**src/rtl/culsans_region_attr.sv**
```systemverilog
// culsans_region_attr
// Runtime-programmable memory-attribute lookup. Software fills a table of
// NrRules {base, length, attr} entries; each request address is classified
// against the table and the result is returned through a 2-entry output FIFO.
//
// Ports:
//   clk_i, rst_ni             clock, asynchronous active-low reset
//   cfg_we_i                  configuration write strobe
//   cfg_idx_i                 rule index
//   cfg_sel_i                 field select: 0 base, 1 length, 2 attr, 3 lock
//   cfg_wdata_i               write data; attr uses [4:0] = {en, nonidem, exec, cached, shared}
//   cfg_err_o                 one-cycle pulse after a rejected write
//   req_valid_i/req_ready_o   lookup request handshake
//   req_addr_i                address to classify
//   rsp_valid_o/rsp_ready_i   result handshake
//   rsp_addr_o                echoed request address
//   rsp_attr_o                resolved {nonidem, exec, cached, shared}
//   rsp_hit_o                 an enabled rule matched
//   rsp_idx_o                 matching rule index, 0 on a miss
//
// Build option: define CULSANS_REGION_LOCK_EN to add a sticky global lock
// (sel 3, wdata[0] = 1) that rejects every later write until reset.
module culsans_region_attr #(
    parameter int unsigned NrRules     = 4,
    parameter int unsigned AddrWidth   = 64,
    parameter logic [3:0]  DefaultAttr = 4'b1000
) (
    input  logic                 clk_i,
    input  logic                 rst_ni,
    input  logic                 cfg_we_i,
    input  logic [3:0]           cfg_idx_i,
    input  logic [1:0]           cfg_sel_i,
    input  logic [AddrWidth-1:0] cfg_wdata_i,
    output logic                 cfg_err_o,
    input  logic                 req_valid_i,
    output logic                 req_ready_o,
    input  logic [AddrWidth-1:0] req_addr_i,
    output logic                 rsp_valid_o,
    input  logic                 rsp_ready_i,
    output logic [AddrWidth-1:0] rsp_addr_o,
    output logic [3:0]           rsp_attr_o,
    output logic                 rsp_hit_o,
    output logic [3:0]           rsp_idx_o
);

    localparam int unsigned IdxWidth      = 4;
    localparam int unsigned AttrWidth     = 4;
    localparam int unsigned RuleAttrWidth = 5;
    localparam int unsigned FifoDepth     = 2;
    localparam int unsigned CntWidth      = 2;

    typedef struct packed {
        logic [AddrWidth-1:0] addr;
        logic [AttrWidth-1:0] attr;
        logic                 hit;
        logic [IdxWidth-1:0]  idx;
    } rsp_t;

    logic [AddrWidth-1:0]     base_q [NrRules];
    logic [AddrWidth-1:0]     len_q  [NrRules];
    logic [RuleAttrWidth-1:0] attr_q [NrRules];

    logic idx_ok_c;
    logic cfg_apply_c;
    logic cfg_err_q;

    assign idx_ok_c = 32'(cfg_idx_i) < NrRules;

`ifdef CULSANS_REGION_LOCK_EN
    logic lock_q;

    assign cfg_apply_c = cfg_we_i && idx_ok_c && !lock_q;

    // Sticky lock, cleared only by reset
    always_ff @(posedge clk_i or negedge rst_ni) begin
        if (!rst_ni) begin
            lock_q <= 1'b0;
        end else if (cfg_apply_c && (cfg_sel_i == 2'd3) && cfg_wdata_i[0]) begin
            lock_q <= 1'b1;
        end
    end
`else
    assign cfg_apply_c = cfg_we_i && idx_ok_c && (cfg_sel_i != 2'd3);
`endif

    // Rule table
    always_ff @(posedge clk_i or negedge rst_ni) begin
        if (!rst_ni) begin
            for (int unsigned i = 0; i < NrRules; i++) begin
                base_q[i] <= '0;
                len_q[i]  <= '0;
                attr_q[i] <= '0;
            end
        end else begin
            for (int unsigned i = 0; i < NrRules; i++) begin
                if (cfg_apply_c && (cfg_idx_i == IdxWidth'(i))) begin
                    case (cfg_sel_i)
                        2'd0:    base_q[i] <= cfg_wdata_i;
                        2'd1:    len_q[i]  <= cfg_wdata_i;
                        2'd2:    attr_q[i] <= cfg_wdata_i[RuleAttrWidth-1:0];
                        default: ;
                    endcase
                end
            end
        end
    end

    // Rejected-write pulse
    always_ff @(posedge clk_i or negedge rst_ni) begin
        if (!rst_ni) begin
            cfg_err_q <= 1'b0;
        end else begin
            cfg_err_q <= cfg_we_i && !cfg_apply_c;
        end
    end

    assign cfg_err_o = cfg_err_q;

    // Per-rule match; end address summed one bit wider so top-of-space regions don't wrap
    logic [NrRules-1:0] match_c;

    always_comb begin
        match_c = '0;
        for (int unsigned i = 0; i < NrRules; i++) begin
            match_c[i] = attr_q[i][RuleAttrWidth-1]
                      && (req_addr_i >= base_q[i])
                      && ({1'b0, req_addr_i} < ({1'b0, base_q[i]} + {1'b0, len_q[i]}));
        end
    end

    // Priority resolve: scan high to low so the lowest matching index wins
    rsp_t lookup_c;

    always_comb begin
        lookup_c      = '0;
        lookup_c.addr = req_addr_i;
        lookup_c.attr = DefaultAttr;
        for (int i = int'(NrRules) - 1; i >= 0; i--) begin
            if (match_c[i]) begin
                lookup_c.hit  = 1'b1;
                lookup_c.idx  = IdxWidth'(i);
                lookup_c.attr = attr_q[i][AttrWidth-1:0];
            end
        end
        // Shared without cached is not coherent; drop shared in the result only
        if (!lookup_c.attr[1]) begin
            lookup_c.attr[0] = 1'b0;
        end
    end

    // 2-entry result FIFO
    rsp_t                fifo_q [FifoDepth];
    logic                wr_ptr_q;
    logic                rd_ptr_q;
    logic [CntWidth-1:0] count_q;
    logic                push_c;
    logic                pop_c;

    assign req_ready_o = count_q < CntWidth'(FifoDepth);
    assign rsp_valid_o = count_q != '0;
    assign push_c      = req_valid_i && req_ready_o;
    assign pop_c       = rsp_valid_o && rsp_ready_i;

    always_ff @(posedge clk_i or negedge rst_ni) begin
        if (!rst_ni) begin
            for (int unsigned i = 0; i < FifoDepth; i++) begin
                fifo_q[i] <= '0;
            end
            wr_ptr_q <= 1'b0;
            rd_ptr_q <= 1'b0;
            count_q  <= '0;
        end else begin
            if (push_c) begin
                fifo_q[wr_ptr_q] <= lookup_c;
                wr_ptr_q         <= !wr_ptr_q;
            end
            if (pop_c) begin
                rd_ptr_q <= !rd_ptr_q;
            end
            if (push_c && !pop_c) begin
                count_q <= count_q + CntWidth'(1);
            end else if (pop_c && !push_c) begin
                count_q <= count_q - CntWidth'(1);
            end
        end
    end

    assign rsp_addr_o = fifo_q[rd_ptr_q].addr;
    assign rsp_attr_o = fifo_q[rd_ptr_q].attr;
    assign rsp_hit_o  = fifo_q[rd_ptr_q].hit;
    assign rsp_idx_o  = fifo_q[rd_ptr_q].idx;

endmodule

```
**config.mk**
```make
export PLATFORM = sky130hd
export DESIGN_NAME = culsans_region_attr
export DESIGN_NICKNAME = d
export VERILOG_FILES = /design/src/rtl/culsans_region_attr.sv
export SDC_FILE = /design/constraint.sdc
export NUM_CORES = 2
export LEC_CHECK = 0
export CAP_MARGIN = 5
export CORE_AREA = 2 2 420 422
export DETAILED_ROUTE_END_ITERATION = 8
export DIE_AREA = 0 0 422 424
export SKIP_LAST_GASP = 1
export SYNTH_ARGS = -nofsm -noshare
export SYNTH_HDL_FRONTEND = slang
export SYNTH_SLANG_ARGS = --single-unit
```
**constraint.sdc**
```tcl
create_clock -name clk_i -period 6.3 [get_ports clk_i]
set_input_delay 1.26 -clock clk_i [delete_from_list [all_inputs] [get_ports clk_i]]
set_output_delay 1.26 -clock clk_i [all_outputs]
set_load 0.02 [all_outputs]
```
# Yosys cells after proc, flatten, opt, wreduce, memory -nomap -nowiden
# Index checks and enable logic that the tools add are counted.
dict set report word_totals {
  ff_bits 683
  in_bits 139
  output_inout_bits 76
  word_cells 105
}
dict set report classes {
  add_sub_neg 6
  order_cmp 13
  n_eq_ne 6
  n_mux 13
  bitwise_logic 2
  reduce_logical 41
}
# operator count
set op_table {}
lappend op_table {{73-bit 2-to-1 mux} 4}
lappend op_table {{64-bit by 64-bit adder with 65-bit output} 4}
lappend op_table {{64-bit by 65-bit < comparator with 1-bit output} 4}
lappend op_table {{64-bit greater-or-equal comparator} 4}
lappend op_table {{146-bit bitwise mux} 1}
lappend op_table {{73-bit demux with 1-bit select} 1}
lappend op_table {{9-bit 2-to-1 mux} 4}
lappend op_table {{2-bit AND reduction} 12}
lappend op_table {{1-bit logical AND} 20}
lappend op_table {{4-bit by 2-bit == test with 1-bit output (second input constant)} 2}
lappend op_table {{1-bit zero test} 5}
lappend op_table {{4-bit by 1-bit == test with 1-bit output (second input constant)} 1}
lappend op_table {{2-bit greater-or-equal comparator (second input constant)} 2}
lappend op_table {{4-bit zero test} 1}
lappend op_table {{4-bit by 3-bit < comparator with 1-bit output (second input constant)} 1}
lappend op_table {{2-bit 2-to-1 mux} 2}
lappend op_table {{1-bit NOT with 2-bit output} 2}
lappend op_table {{2-bit nonzero test} 2}
lappend op_table {{2-bit by 1-bit adder with 2-bit output (second input constant)} 1}
lappend op_table {{2-bit by 1-bit == test with 1-bit output (second input constant)} 1}
lappend op_table {{2-bit == test (second input constant)} 1}
lappend op_table {{2-bit zero test} 1}
lappend op_table {{2-bit by 1-bit < comparator with 1-bit output (second input constant)} 1}
lappend op_table {{2-bit < comparator (second input constant)} 1}
lappend op_table {{3 further kinds} 3}

# Depth between registers and ports, before layout
dict set report logic_depth {
  word_depth 9
  depth_mapped 26
  ltp_nobuf 26
}

# Worst setup path before layout
# No wires, ideal clock.
dict set report synth_path {
  kind {reg2reg}
  startpoint {register base_q[0] (netlist bit)}
  endpoint {register fifo_q[80] (netlist bit)}
  setup_ns 0.082
  t_arrival_ns 5.547
  required_time_ns 6.218
  path_slack_ns 0.671
  stages_incl_launch_ff 27
  path_buffers 0
  synth_period_minus_slack_ns 5.629
  cell_sequence {dfrtp_1 -> ha_1 -> inv_1 -> fa_1 -> nand2b_1 -> a21oi_1 -> a21oi_1 -> o21ai_0 -> and4_1 -> o311a_1 -> nor4b_1 -> o31a_1 -> o21ai_1 -> and3b_1 -> nor3_1 -> ha_1 -> a21o_1 -> a21oi_1 -> nor2b_1 -> a2111oi_0 -> a2111oi_0 -> o21ai_0 -> a31o_2 -> o211ai_1 -> or3b_1 -> a311o_1 -> a31oi_1}
}
dict set report synth_between {
  elab_chain_len 8
  word_cells_on_any_way 10
  cone_classes {add/sub: 1; order compare: 2; mux: 5; reduce/logical: 2}
}
# item line_no
set synth_lines {}
lappend synth_lines {{start: declaration} 59} ;# logic [AddrWidth-1:0] base_q [NrRules];
lappend synth_lines {{start signal: indexed assignment} 98} ;# 2'd0: base_q[i] <= cfg_wdata_i;
lappend synth_lines {{64-bit by 64-bit adder with 65-bit output / 64-bit greater-or-equal comparator (equally long branches)} {127, 126}}
lappend synth_lines {{64-bit by 65-bit < comparator with 1-bit output / 1-bit logical AND (equally long branches)} {127, 126}}
lappend synth_lines {{1-bit logical AND (*)} 127} ;# && ({1'b0, req_addr_i} < ({1'b0, base_q[i]} + {1'b0, len_q[i]}));
lappend synth_lines {{9-bit 2-to-1 mux (*) (4 in series)} 139} ;# if (match_c[i]) begin
lappend synth_lines {{146-bit bitwise mux (*)} 174} ;# fifo_q[wr_ptr_q] <= lookup_c;
lappend synth_lines {{end signal: indexed assignment} 174}
lappend synth_lines {{end: declaration} 152} ;# rsp_t fifo_q [FifoDepth];
# Mark *: on every way between the ends. The rest lies on a longest branch, timed or not.
# A chain may end at the register's enable or synchronous reset.

# Worst setup path after layout
dict set report layout_path {
  startpoint {register base_q[64] (netlist bit)}
  endpoint {register fifo_q[78] (netlist bit)}
}
dict set report layout_between {
  elab_chain_len 8
  word_cells_on_any_way 10
  cone_classes {add/sub: 1; order compare: 2; mux: 5; reduce/logical: 2}
}
# item line_no
set layout_lines {}
lappend layout_lines {{64-bit by 64-bit adder with 65-bit output / 64-bit greater-or-equal comparator (equally long branches)} {127, 126}}
lappend layout_lines {{64-bit by 65-bit < comparator with 1-bit output / 1-bit logical AND (equally long branches)} {127, 126}}
lappend layout_lines {{1-bit logical AND (*)} 127}
lappend layout_lines {{9-bit 2-to-1 mux (*) (3 in series)} 139}
lappend layout_lines {{1-bit 2-to-1 mux (*)} 146} ;# if (!lookup_c.attr[1]) begin
lappend layout_lines {{146-bit bitwise mux (*)} 174}
# Marks and branches as above.

==> impl_metrics.env <==
export IMPL_worstSetupStartpoint="base_q[64]"
export IMPL_slew_headroom_pct=20.9
export IMPL_layout_common_cells="nand2_1, ha_1, dfrtp_1"
export IMPL_synth_top_area_share_pct=32.6
export IMPL_holdCritPathClass="reg -> reg"
export IMPL_start_util_pct=29.8
export IMPL_fin_setup_tns_ns=0
export IMPL_path_delay_family="compound AO/OA/AOI/OAI gates"
export IMPL_crit_type="reg -> reg"
export IMPL_fin_crit_sh_pct=96.4
export IMPL_synth_seq_cells=679
export IMPL_vias_per_cell=5.26
export IMPL_syn_to_final_growth_pct=18.2
export IMPL_worstReg2RegStart="base_q[64]"
export IMPL_die_x_um=422
export IMPL_ios=215
export IMPL_fin_hold_ws_ns=0.464
export IMPL_drv_cap=0
export IMPL_outcome="complete, no violations"
export IMPL_postCtsHoldBufs=0
export IMPL_ys_async_sr_fraction_pct=100
export IMPL_cts_root_buf="clkbuf_16"
export IMPL_gp_congestion=0.944
export IMPL_finalHoldViolCount=0
export IMPL_power_density_mw_per_mm2=354
export IMPL_insertion_delay_ns=0.71
export IMPL_fin_nets=6923
export IMPL_cts_made_buffers=82
export IMPL_clkSinkCount=679
export IMPL_vdd_drop_max_uv=199
export IMPL_p_leak_nw=30.6
export IMPL_cts_htree_levels=3
export IMPL_synth_area_leaders="dfrtp_1, ha_1, mux2_2, nand2_1, a21o_1"
export IMPL_cts_path_max_buffers=3
export IMPL_grt_pass1_wl_mm=272
export IMPL_antenna_found_initial=6
export IMPL_seq_area_frac_synth_pct=32.6
export IMPL_rows=154
export IMPL_worst_slew_pin_slew_ns=1.18
export IMPL_drc_errors=0
export IMPL_cpPeakStageDelay_ns=0.40
export IMPL_yosysWarnings=0
export IMPL_critPathLaunchType="flip-flop"
export IMPL_required_ns=6.92
export IMPL_syn_inst=5677
export IMPL_period_minus_slack_ns=6.07
export IMPL_drt_iter0_drc=3332
export IMPL_final_common_cell="nand2_1"
export IMPL_ys_types=84
export IMPL_fin_util_pct=35.2
export IMPL_netlist_area_mm2=0.0521
export IMPL_worstHoldStart="fifo_q[103]"
export IMPL_antenna_left=0
export IMPL_first_pass_iters=6
export IMPL_cp_arrival_ns=6.69
export IMPL_skew_ns=0.0193
export IMPL_critPathBufInv=3
export IMPL_syn_mean_instance_area_um2=9.18
export IMPL_cts_tree="yes"
export IMPL_core_area_mm2=0.175
export IMPL_grt_max_degree=150
export IMPL_wl_mm=180
export IMPL_post_drt_wl_per_cell_um=21.3
export IMPL_drv_slew=0
export IMPL_die_area_mm2=0.179
export IMPL_cts_clk_slew_worst_paths_ns=0.06
export IMPL_p_total_mw=21.8
export IMPL_portBuffers=212
export IMPL_fillCellCount=17900
export IMPL_die_h_um=424
export IMPL_synth_edff_count=0
export IMPL_vias=44300
export IMPL_drive_gt1_share_pct=15.0
export IMPL_crit_top_cell="buf_4"
export IMPL_crit_path_max_fanout=4
export IMPL_fmax_mhz=165
export IMPL_track_usage_pct=19.6
export IMPL_setup_viol=0
export IMPL_crit_path_end_kind="flip-flop"
export IMPL_critPathSlowestCell="dfrtp_1"
export IMPL_synth_largest_area_cell="dfrtp_1"
export IMPL_gr_total_overflow=0
export IMPL_dp_hpwl_mm=139
export IMPL_synthFlopType="dfrtp_1"
export IMPL_grt_pass1_vias=43900
## cells in the mapped netlist (all sizes together), types with 7 or more instances
master / count
a211o: 11
mux2: 413
dfrtp: 679
nor3: 54
o22ai: 10
a21o: 338
o21ai: 433
o221ai: 10
nor2b: 43
nor2: 179
and2: 24
a41oi: 10
o21bai: 45
o2111ai: 14
and3: 31
a21boi: 13
a21oi: 401
or4: 7
o31ai: 25
nand2: 774
o31a: 7
nand3: 76
a31o: 8
xor2: 120
o211ai: 30
o311a: 7
nand4: 141
a221oi: 13
a311oi: 9
and4: 19
nor4: 19
a2111oi: 23
o21a: 57
inv: 325
a31oi: 34
a211oi: 44
buf: 9
ha: 765
clkbuf: 194
or3: 15
nand2b: 51
xnor2: 110
or2: 16
## per-layer routing
metal,share of wire [%],up-vias,wire (um),global-route usage [%]
met2,47,1125,83800,33.0
li1,-,21200,-,-
met4,4.5,8,8040,8.18
met5,0.022,-,40,0
met3,5.0,287,9010,2.61
met1,44,21600,78600,25.3
## area by class of cell
cell class / instances / area (um2) / area share (%)
timing repair buffer: 455 / 4070 / 6.60
inverter: 325 / 1220 / 1.98
antenna: 3 / 7.51 / 0.0122
multi-input combinational: 4472 / 33700 / 54.7
sequential: 679 / 17000 / 27.6
clock inverter: 35 / 365 / 0.593
clock buffer: 113 / 2330 / 3.78
tap: 2340 / 2930 / 4.75
## where the power goes
group,internal (mW),leakage (nW),switching [mW]
logic,4.79,20.9,6.25
registers,5.25,8.37,0.595
clock network,2.80,1.34,2.09
total,12.8,30.6,8.93
## through the flow
step           cells  setup slack (ns)  instance area [um2]
6_report        8422             0.229                61600
5_1_grt         8420           -0.0893                61600
4_1_cts         8407          -0.00278                61100
3_5_place_dp    8259            -0.502                58300
3_3_place_gp    8259            -0.475                58300
2_1_floorplan   5678             0.671                52100
## final timing paths
| path | cells past startpoint | slack, ns | end |
|---|---|---|---|
| max in group asynchronous | 2 | 4.31 | fifo_q[92] |
| worst max-delay path | 27 | 0.23 | fifo_q[78] |
| worst min-delay path | 2 | 0.46 | fifo_q[103] |
| min in group asynchronous | 1 | 0.53 | len_q[42] |
| worst min register to register | 2 | 0.46 | fifo_q[103] |
| worst max register to register | 27 | 0.23 | fifo_q[78] |
## cells by family after synthesis
logic type               Yosys count  synth area share [%]
AO/OA/AOI/OAI                   1579                  19.2
XOR/XNOR                         230                  3.87
adder cells (fa/ha/maj)          769                  18.5
buffers and inverters            528                  3.83
flip-flops                       679                  32.6
multiplexers                     416                  8.98
other                              1               0.00720
AND/OR/NAND/NOR                 1475                  13.0
## flip-flops by register name, indices dropped and copies added (netlist names)
register   flops
base_q       256
len_q        256
fifo_q       142
attr_q        20
count_q        2
cfg_err_o      1
rd_ptr_q       1
wr_ptr_q       1
## worst min-delay path: cells and delay by family, from the launching register on
family	cells	cell delay [ns]
flops	1	0.33
simple gates	2	0.10
## repair_timing
action	in CTS	in global routing
pin swaps	0	33
resized for setup	28	86
gates cloned	0	1
setup buffers	0	11
setup endpoints to repair	14	14
Note: power is estimated with default switching activity, not from simulation.
